### src/rtl/id_operand_stage_if.sv
// Bundles the fetch-side, forwarding, register-file and EX-side signals of the
// operand stage so that they can be passed as a single port.
// slave: the operand stage's view. master: the surrounding pipeline (or bench) view.
//   fetch  : instr, instr_valid -> / <- id_ready
//   regfile: <- r1sel, r2sel / reg1, reg2 ->
//   fwd    : exm_we/wsel/data/pending, wb_we/wsel/data ->
//   ex     : flush, ex_ready -> / <- ex_valid, ex_opa/opb/sdata/imm, ex_opcode/funct,
//            ex_dest, ex_wen, ex_load, ex_store, ex_illegal
interface id_operand_stage_if;
  logic [31:0] instr;
  logic        instr_valid;
  logic        id_ready;

  logic [4:0]  r1sel;
  logic [4:0]  r2sel;
  logic [31:0] reg1;
  logic [31:0] reg2;

  logic        exm_we;
  logic [4:0]  exm_wsel;
  logic [31:0] exm_data;
  logic        exm_pending;

  logic        wb_we;
  logic [4:0]  wb_wsel;
  logic [31:0] wb_data;

  logic        flush;
  logic        ex_ready;
  logic        ex_valid;
  logic [31:0] ex_opa;
  logic [31:0] ex_opb;
  logic [31:0] ex_sdata;
  logic [31:0] ex_imm;
  logic [5:0]  ex_opcode;
  logic [5:0]  ex_funct;
  logic [4:0]  ex_dest;
  logic        ex_wen;
  logic        ex_load;
  logic        ex_store;
  logic        ex_illegal;

  modport slave (
    input  instr, instr_valid, reg1, reg2,
    input  exm_we, exm_wsel, exm_data, exm_pending,
    input  wb_we, wb_wsel, wb_data, flush, ex_ready,
    output id_ready, r1sel, r2sel,
    output ex_valid, ex_opa, ex_opb, ex_sdata, ex_imm, ex_opcode, ex_funct,
    output ex_dest, ex_wen, ex_load, ex_store, ex_illegal
  );

  modport master (
    output instr, instr_valid, reg1, reg2,
    output exm_we, exm_wsel, exm_data, exm_pending,
    output wb_we, wb_wsel, wb_data, flush, ex_ready,
    input  id_ready, r1sel, r2sel,
    input  ex_valid, ex_opa, ex_opb, ex_sdata, ex_imm, ex_opcode, ex_funct,
    input  ex_dest, ex_wen, ex_load, ex_store, ex_illegal
  );
endinterface

### src/rtl/id_operand_stage.sv
// MIPS decode / operand-fetch stage with EXM and WB forwarding and load-use interlock.
// Latency: one cycle from instr acceptance to ex_valid; load-use inserts one bubble.
// Backpressure: output register holds while ex_valid && !ex_ready; id_ready drops on hold or hazard.
// Ports: clk, reset (async active-low), bus (id_operand_stage_if.slave) carrying
// fetch handshake, register-file selects/data, forwarding sources, flush and EX outputs.
module id_operand_stage (
  input  logic              clk,
  input  logic              reset,
  id_operand_stage_if.slave bus
);

  localparam logic [5:0] OP_RTYPE = 6'h00;
  localparam logic [5:0] OP_BEQ   = 6'h04;
  localparam logic [5:0] OP_BNE   = 6'h05;
  localparam logic [5:0] OP_ADDI  = 6'h08;
  localparam logic [5:0] OP_ADDIU = 6'h09;
  localparam logic [5:0] OP_SLTI  = 6'h0A;
  localparam logic [5:0] OP_ANDI  = 6'h0C;
  localparam logic [5:0] OP_ORI   = 6'h0D;
  localparam logic [5:0] OP_LUI   = 6'h0F;
  localparam logic [5:0] OP_LW    = 6'h23;
  localparam logic [5:0] OP_SW    = 6'h2B;

  logic [5:0]  op;
  logic [4:0]  rs, rt, rd;
  logic [15:0] imm16;

  assign op    = bus.instr[31:26];
  assign rs    = bus.instr[25:21];
  assign rt    = bus.instr[20:16];
  assign rd    = bus.instr[15:11];
  assign imm16 = bus.instr[15:0];

  assign bus.r1sel = rs;
  assign bus.r2sel = rt;

  // Decode of the presented instruction.
  logic        uses_rs, uses_rt, writes, is_load, is_store, is_illegal, opb_is_rt;
  logic [4:0]  dest_raw;
  logic [31:0] imm_d;

  always_comb begin
    uses_rs    = 1'b0;
    uses_rt    = 1'b0;
    writes     = 1'b0;
    is_load    = 1'b0;
    is_store   = 1'b0;
    is_illegal = 1'b0;
    opb_is_rt  = 1'b0;
    dest_raw   = 5'd0;
    imm_d      = 32'd0;
    case (op)
      OP_RTYPE: begin
        uses_rs = 1'b1; uses_rt = 1'b1; writes = 1'b1; dest_raw = rd; opb_is_rt = 1'b1;
      end
      OP_ADDI, OP_ADDIU, OP_SLTI: begin
        uses_rs = 1'b1; writes = 1'b1; dest_raw = rt; imm_d = {{16{imm16[15]}}, imm16};
      end
      OP_ANDI, OP_ORI: begin
        uses_rs = 1'b1; writes = 1'b1; dest_raw = rt; imm_d = {16'h0, imm16};
      end
      OP_LUI: begin
        uses_rs = 1'b1; writes = 1'b1; dest_raw = rt; imm_d = {imm16, 16'h0};
      end
      OP_LW: begin
        uses_rs = 1'b1; writes = 1'b1; dest_raw = rt; is_load = 1'b1;
        imm_d = {{16{imm16[15]}}, imm16};
      end
      OP_SW: begin
        uses_rs = 1'b1; uses_rt = 1'b1; is_store = 1'b1; opb_is_rt = 1'b1;
        imm_d = {{16{imm16[15]}}, imm16};
      end
      OP_BEQ, OP_BNE: begin
        uses_rs = 1'b1; uses_rt = 1'b1; opb_is_rt = 1'b1;
        imm_d = {{16{imm16[15]}}, imm16};
      end
      default: is_illegal = 1'b1;
    endcase
  end

  logic       wen_d;
  logic [4:0] dest_d;
  assign wen_d  = writes && (dest_raw != 5'd0);
  assign dest_d = wen_d ? dest_raw : 5'd0;

  // Operand resolution: $zero, then the younger EXM result, then WB, then regfile.
  function automatic logic [31:0] operand(
    input logic [4:0]  r,
    input logic [31:0] rf,
    input logic        m_we,
    input logic [4:0]  m_sel,
    input logic [31:0] m_dat,
    input logic        w_we,
    input logic [4:0]  w_sel,
    input logic [31:0] w_dat
  );
    if (r == 5'd0)                 operand = 32'd0;
    else if (m_we && m_sel == r)   operand = m_dat;
    else if (w_we && w_sel == r)   operand = w_dat;
    else                           operand = rf;
  endfunction

  logic [31:0] rs_val, rt_val, opb_d, sdata_d;
  assign rs_val  = operand(rs, bus.reg1, bus.exm_we, bus.exm_wsel, bus.exm_data,
                           bus.wb_we, bus.wb_wsel, bus.wb_data);
  assign rt_val  = operand(rt, bus.reg2, bus.exm_we, bus.exm_wsel, bus.exm_data,
                           bus.wb_we, bus.wb_wsel, bus.wb_data);
  assign opb_d   = opb_is_rt ? rt_val : imm_d;
  assign sdata_d = is_store ? rt_val : 32'd0;

  // Output register.
  logic        valid_q, wen_q, load_q, store_q, illegal_q;
  logic [31:0] opa_q, opb_q, sdata_q, imm_q;
  logic [5:0]  opcode_q, funct_q;
  logic [4:0]  dest_q;

  // Load-use: the load sitting in our output register has no data yet.
  // EXM-pending: the instruction one stage further on is still waiting for memory.
  logic load_use, exm_wait, hazard, advance;
  assign load_use = valid_q && load_q && (dest_q != 5'd0) &&
                    ((uses_rs && dest_q == rs) || (uses_rt && dest_q == rt));
  assign exm_wait = bus.exm_pending && bus.exm_we && (bus.exm_wsel != 5'd0) &&
                    ((uses_rs && bus.exm_wsel == rs) || (uses_rt && bus.exm_wsel == rt));
  assign hazard   = bus.instr_valid && (load_use || exm_wait);
  assign advance  = !valid_q || bus.ex_ready;

  // A flush discards the presented instruction, so fetch sees it as consumed.
  assign bus.id_ready = bus.flush || (advance && !hazard);

  always_ff @(posedge clk or negedge reset) begin
    if (!reset) begin
      valid_q   <= 1'b0;
      opa_q     <= 32'd0;
      opb_q     <= 32'd0;
      sdata_q   <= 32'd0;
      imm_q     <= 32'd0;
      opcode_q  <= 6'd0;
      funct_q   <= 6'd0;
      dest_q    <= 5'd0;
      wen_q     <= 1'b0;
      load_q    <= 1'b0;
      store_q   <= 1'b0;
      illegal_q <= 1'b0;
    end else if (bus.flush) begin
      valid_q <= 1'b0;
    end else if (advance) begin
      if (bus.instr_valid && !hazard) begin
        valid_q   <= 1'b1;
        opa_q     <= rs_val;
        opb_q     <= opb_d;
        sdata_q   <= sdata_d;
        imm_q     <= imm_d;
        opcode_q  <= op;
        funct_q   <= bus.instr[5:0];
        dest_q    <= dest_d;
        wen_q     <= wen_d;
        load_q    <= is_load;
        store_q   <= is_store;
        illegal_q <= is_illegal;
      end else begin
        // Bubble: payload fields are left as-is, only the valid bit drops.
        valid_q <= 1'b0;
      end
    end
  end

  assign bus.ex_valid   = valid_q;
  assign bus.ex_opa     = opa_q;
  assign bus.ex_opb     = opb_q;
  assign bus.ex_sdata   = sdata_q;
  assign bus.ex_imm     = imm_q;
  assign bus.ex_opcode  = opcode_q;
  assign bus.ex_funct   = funct_q;
  assign bus.ex_dest    = dest_q;
  assign bus.ex_wen     = wen_q;
  assign bus.ex_load    = load_q;
  assign bus.ex_store   = store_q;
  assign bus.ex_illegal = illegal_q;

endmodule

### src/flat_wrapper.sv
// flat-port wrapper written by rule: the top's interface ports become plain ports
module id_operand_stage_flat 
  (clk, reset, bus_instr, bus_instr_valid, bus_reg1, bus_reg2, bus_exm_we, bus_exm_wsel, bus_exm_data, bus_exm_pending, bus_wb_we, bus_wb_wsel, bus_wb_data, bus_flush, bus_ex_ready, bus_id_ready, bus_r1sel, bus_r2sel, bus_ex_valid, bus_ex_opa, bus_ex_opb, bus_ex_sdata, bus_ex_imm, bus_ex_opcode, bus_ex_funct, bus_ex_dest, bus_ex_wen, bus_ex_load, bus_ex_store, bus_ex_illegal);
  id_operand_stage_if bus_i ();
  input  logic clk;
  input  logic reset;
  input wire logic [$bits(bus_i.instr)-1:0] bus_instr;
  input wire logic [$bits(bus_i.instr_valid)-1:0] bus_instr_valid;
  input wire logic [$bits(bus_i.reg1)-1:0] bus_reg1;
  input wire logic [$bits(bus_i.reg2)-1:0] bus_reg2;
  input wire logic [$bits(bus_i.exm_we)-1:0] bus_exm_we;
  input wire logic [$bits(bus_i.exm_wsel)-1:0] bus_exm_wsel;
  input wire logic [$bits(bus_i.exm_data)-1:0] bus_exm_data;
  input wire logic [$bits(bus_i.exm_pending)-1:0] bus_exm_pending;
  input wire logic [$bits(bus_i.wb_we)-1:0] bus_wb_we;
  input wire logic [$bits(bus_i.wb_wsel)-1:0] bus_wb_wsel;
  input wire logic [$bits(bus_i.wb_data)-1:0] bus_wb_data;
  input wire logic [$bits(bus_i.flush)-1:0] bus_flush;
  input wire logic [$bits(bus_i.ex_ready)-1:0] bus_ex_ready;
  output wire logic [$bits(bus_i.id_ready)-1:0] bus_id_ready;
  output wire logic [$bits(bus_i.r1sel)-1:0] bus_r1sel;
  output wire logic [$bits(bus_i.r2sel)-1:0] bus_r2sel;
  output wire logic [$bits(bus_i.ex_valid)-1:0] bus_ex_valid;
  output wire logic [$bits(bus_i.ex_opa)-1:0] bus_ex_opa;
  output wire logic [$bits(bus_i.ex_opb)-1:0] bus_ex_opb;
  output wire logic [$bits(bus_i.ex_sdata)-1:0] bus_ex_sdata;
  output wire logic [$bits(bus_i.ex_imm)-1:0] bus_ex_imm;
  output wire logic [$bits(bus_i.ex_opcode)-1:0] bus_ex_opcode;
  output wire logic [$bits(bus_i.ex_funct)-1:0] bus_ex_funct;
  output wire logic [$bits(bus_i.ex_dest)-1:0] bus_ex_dest;
  output wire logic [$bits(bus_i.ex_wen)-1:0] bus_ex_wen;
  output wire logic [$bits(bus_i.ex_load)-1:0] bus_ex_load;
  output wire logic [$bits(bus_i.ex_store)-1:0] bus_ex_store;
  output wire logic [$bits(bus_i.ex_illegal)-1:0] bus_ex_illegal;
  assign bus_i.instr = bus_instr;
  assign bus_i.instr_valid = bus_instr_valid;
  assign bus_i.reg1 = bus_reg1;
  assign bus_i.reg2 = bus_reg2;
  assign bus_i.exm_we = bus_exm_we;
  assign bus_i.exm_wsel = bus_exm_wsel;
  assign bus_i.exm_data = bus_exm_data;
  assign bus_i.exm_pending = bus_exm_pending;
  assign bus_i.wb_we = bus_wb_we;
  assign bus_i.wb_wsel = bus_wb_wsel;
  assign bus_i.wb_data = bus_wb_data;
  assign bus_i.flush = bus_flush;
  assign bus_i.ex_ready = bus_ex_ready;
  assign bus_id_ready = bus_i.id_ready;
  assign bus_r1sel = bus_i.r1sel;
  assign bus_r2sel = bus_i.r2sel;
  assign bus_ex_valid = bus_i.ex_valid;
  assign bus_ex_opa = bus_i.ex_opa;
  assign bus_ex_opb = bus_i.ex_opb;
  assign bus_ex_sdata = bus_i.ex_sdata;
  assign bus_ex_imm = bus_i.ex_imm;
  assign bus_ex_opcode = bus_i.ex_opcode;
  assign bus_ex_funct = bus_i.ex_funct;
  assign bus_ex_dest = bus_i.ex_dest;
  assign bus_ex_wen = bus_i.ex_wen;
  assign bus_ex_load = bus_i.ex_load;
  assign bus_ex_store = bus_i.ex_store;
  assign bus_ex_illegal = bus_i.ex_illegal;
  id_operand_stage u_core (.clk(clk), .reset(reset), .bus(bus_i));
endmodule
### config.mk
export PLATFORM = sky130hd
export DESIGN_NAME = id_operand_stage_flat
export DESIGN_NICKNAME = d
export VERILOG_FILES = /design/src/rtl/id_operand_stage_if.sv /design/src/rtl/id_operand_stage.sv /design/src/flat_wrapper.sv
export SDC_FILE = /design/constraint.sdc
export NUM_CORES = 1
export LEC_CHECK = 0
export BUFFER_PORTS_ARGS = -buffer_cell sky130_fd_sc_hd__buf_2
export CORE_ASPECT_RATIO = 0.75
export CORE_UTILIZATION = 52
export CTS_BUF_LIST = sky130_fd_sc_hd__clkbuf_4 sky130_fd_sc_hd__clkbuf_8
export CTS_CLUSTER_SIZE = 24
export DETAILED_ROUTE_END_ITERATION = 10
export GPL_ROUTABILITY_DRIVEN = 0
export GPL_TIMING_DRIVEN = 0
export HOLD_SLACK_MARGIN = 0.02
export PLACE_DENSITY = 0.83
export SETUP_SLACK_MARGIN = 0.3
export SLEW_MARGIN = 30
export SYNTH_ARGS = -nofsm -noshare
export SYNTH_HDL_FRONTEND = slang
export SYNTH_SLANG_ARGS = --single-unit
### constraint.sdc
create_clock -name clk -period 2.81 [get_ports clk]
set_clock_uncertainty 0.15 [all_clocks]
set_input_delay 0.1405 -clock clk [delete_from_list [all_inputs] [get_ports clk]]
set_output_delay 0.1405 -clock clk [all_outputs]
set_load 0.005 [all_outputs]
==> metrics.md <==
| Metric | Value |
|---|---|
| Outcome | finished, final reports clean |
| DRC | 0 |
| Avg Cell Area, Syn | 10.9 µm² |
| Core footprint | 17100 µm² |
| Vias | 9310 |
| Post-Syn Instances | 848 |
| Peak VDD IR | 262 µV |
| Reg-to-Reg End | u_core.bus.ex_sdata[0]$_DFFE_PN0P_ |
| Number of global-route vias before repair | 9451 |
| CTS sink cnt | 150 |
| Final hold slack | 0.0414 ns |
| DR iter-0 viols | 813 |
| Post-synthesis sequential area ratio | 40.6% |
| CTS Buf Count | 17 |
| Post-synth top area cell | dfrtp_1 |
| Critical Path Start Type | register |
| Pwr Density | 449 nW/µm² |
| Die H | 118 µm |
| Initial Utilization | 54.1% |
| Nets | 1489 |
| #FFs+latches synth | 150 |
| Setup CP Type | reg2reg |
| Clk pin slew, worst setup/hold paths | 0.09 ns |
| Power Total | 5.75 mW |
| Hold path cells | 5 |
| Most frequent cells in the layout | buf_2, dfrtp_1, dlygate4sd3_1 |
| Distinct cells, synth | 58 |
| Worst-Skew Late Latency | 0.45 ns |
| Max-slew violations | 0 |
| Layout cells sized above 1 | 41.1% |
| Final Hold Vio Count | 0 |
| Worst min-delay path class | in2reg |
| CTS root buffer | clkbuf_8 |
| First-pass GRT wire length | 54200 µm |
| Register-to-Register Setup Slack | 0.04 ns |
| Largest net degree at the start of global routing | 64 |
| DIE AREA | 18300 µm² |
| Synth-to-Final Area Change | 38.3% |
| Crit path time final | 2.77 ns |
| RSZ-0062 raised after global routing | true |
| Crit Path Max Fanout | 10 |
| Slew Limit Headroom | 33.0% |
| Initial antenna violation count | 5 |
| Yosys warns | 0 |
| TritonCTS clock tree | built |
| Hold path start | bus_reg2[29] |
| Placed Cells incl. Taps | 1418 |
| DP HPWL | 25200 µm |
| Final Setup Violations | 0 |
| Gr usage total | 39.8% |
| Synthesized Nets | 1026 |
| Ports | 339 |
| Synth Cell Area | 9250 µm² |
| Worst path required time | 3.00 ns |
| Pre-antenna DRT Iters | 6 |
| Dominant synthesized flop cell | dfrtp_1 |
| Yosys top cell area share | 40.6% |
| Lkg Pwr | 6.50 nW |
| Htree depth | 4 |
| Final Cycle Share | 98.7% |
| Reg2reg path depth | 9 |
| Grt ovf | 0 |
| Port-buffer cells | 332 |
| Cell area after layout | 12800 µm² |
| Worst-Margin Slew | 0.996 ns |
| Routed vias/inst | 5.96 |
| EDFF count, synth | 0 |
| Final Util | 74.9% |
| Commonest non-fill, non-tap cell in the layout | buf_2 |
| Row Count | 41 |
| CP arrival | 2.96 ns |
| Max Cap Viol | 0 |
| Asr flop ratio synth | 100% |
| Post-route antenna net violation count | 0 |
| Post-DP Area | 11300 µm² |
| Top post-synthesis cells by area | dfrtp_1, mux2_4, mux2i_1 |
| WL per Instance | 23.3 µm |
| FMAX | 361 MHz |
| Die X | 156 µm |
| R2R Path Start | u_core.bus.ex_dest[0]$_DFFE_PN0P_ |
| CP Capture Type | register |
| Worst Hold Path EP | u_core.bus.ex_sdata[29]$_DFFE_PN0P_ |
| CTS max path bufs | 2 |
| Finished Layout Cells | 1563 |
| Total Wirelength | 36400 µm |
-- worst max-delay path, cell delays in order, from the launching register on --
cell      delay, ns
dfrtp_1        0.38
or4_4          0.53
o211ai_1       0.27
nor4_1         0.14
nor2_2         0.19
a32o_1         0.20
buf_6          0.13
buf_12         0.18
buf_12         0.18
mux2_4         0.31
-- area by class of cell --
| type | instances | area, µm² |
|---|---|---|
| flip-flops and latches | 150 | 3750 |
| clock inverters | 9 | 91.3 |
| clock buffers | 22 | 290 |
| plain buffers | 82 | 586 |
| multi-input cells | 557 | 4710 |
| diodes | 4 | 10.0 |
| fillers | 1169 | 4290 |
| repair buffers | 444 | 2830 |
| inverters | 59 | 221 |
| well taps | 236 | 295 |
-- synthesized netlist by cell type (2+ instances only) --
cell       number
nor3_2          2
nor3b_1         2
buf_6           4
or2_1           2
mux2_4         85
and2_1          2
dfrtp_1       150
a21oi_1        34
nand4_1         3
o22ai_1         3
a22o_1          5
o2bb2ai_1       4
o211a_1         6
o21ai_1         2
nand2b_1        2
o21ai_0        79
buf_12         10
xnor2_1        18
and3_1         24
or4_1           3
a32oi_1         3
mux2i_1        56
o211ai_1       27
nor4_1          4
clkbuf_1       42
or3_1          27
nor2_1         18
mux2_2         39
nand2_1        25
nor3_1          3
a32o_1         24
nand3_1         8
buf_2          11
a21o_1         14
xor2_1         12
inv_1          59
buf_4          15
-- per-layer routing --
metal / up-vias / track usage, % / routed length, µm / part of all wire (%)
met5: - / 0 / 15 / 0.041
met4: 2 / 24.1 / 2250 / 6.2
li1: 3981 / - / - / -
met2: 670 / 61.3 / 16300 / 45
met3: 177 / 10.5 / 3530 / 9.7
met1: 4480 / 50.1 / 14300 / 39
-- cell families (layout without fill, tap and decap cells) --
group	count (synthesis)	in the layout	synth area share (%)
AO/OA/AOI/OAI	210	210	15.0
multiplexers	180	180	24.6
flip-flops	150	150	40.6
buffers and inverters	141	616	8.56
AND/OR/NAND/NOR	137	137	8.39
XOR/XNOR	30	30	2.84
other	0	4	0
-- flip-flops by register name, summed over array words and instances (netlist names) --
name,cells
u_core.bus.ex_opb,32
u_core.bus.ex_load,1
u_core.bus.ex_valid,1
u_core.bus.ex_store,1
u_core.bus.ex_opa,32
u_core.bus.ex_illegal,1
u_core.bus.ex_sdata,32
u_core.bus.ex_wen,1
u_core.bus.ex_opcode,6
u_core.bus.ex_dest,5
u_core.bus.ex_funct,6
u_core.bus.ex_imm,32
-- report_power, final --
| group | switching, mW | total, mW | internal, mW | leakage, nW |
|---|---|---|---|---|
| logic | 0.735 | 1.56 | 0.829 | 4.33 |
| registers | 0.130 | 2.49 | 2.37 | 1.97 |
| clock network | 0.892 | 1.69 | 0.795 | 0.197 |
-- timing repair --
| action | in CTS | in global routing |
|---|---|---|
| pin swaps | 3 | 2 |
| hold endpoints to repair | 229 | 0 |
| resized for setup | 0 | 5 |
| buffers inserted | 4 | 0 |
| hold buffers | 106 | 0 |
| setup endpoints to repair | 150 | 150 |
-- through the flow --
stage               setup WS [ns]  setup TNS (ns)
finish                     0.0367               0
global route              -0.0469           -2.17
CTS                        0.0375               0
detailed placement        -0.0906           -6.41
global placement           -0.857         -128.17
floorplan                   0.278               0
-- worst max-delay path by stage --
stage / startpoint / to / slack (ns) / cells after the start
after global routing: u_core.bus.ex_dest[0]$_DFFE_PN0P_ / bus_id_ready / -0.05 / 8
final: u_core.bus.ex_dest[0]$_DFFE_PN0P_ / u_core.bus.ex_sdata[0]$_DFFE_PN0P_ / 0.04 / 9
after floorplan: u_core.bus.ex_dest[0]$_DFFE_PN0P_ / u_core.bus.ex_funct[5]$_DFFE_PN0P_ / 0.28 / 9
after detailed placement: u_core.bus.ex_dest[0]$_DFFE_PN0P_ / u_core.bus.ex_opb[24]$_DFFE_PN0P_ / -0.09 / 9
after CTS: u_core.bus.ex_dest[0]$_DFFE_PN0P_ / u_core.bus.ex_opb[27]$_DFFE_PN0P_ / 0.04 / 9
after global placement: reset / u_core.bus.ex_opa[8]$_DFFE_PN0P_ / -0.86 / 1
Power figures use the tool's default switching activity.
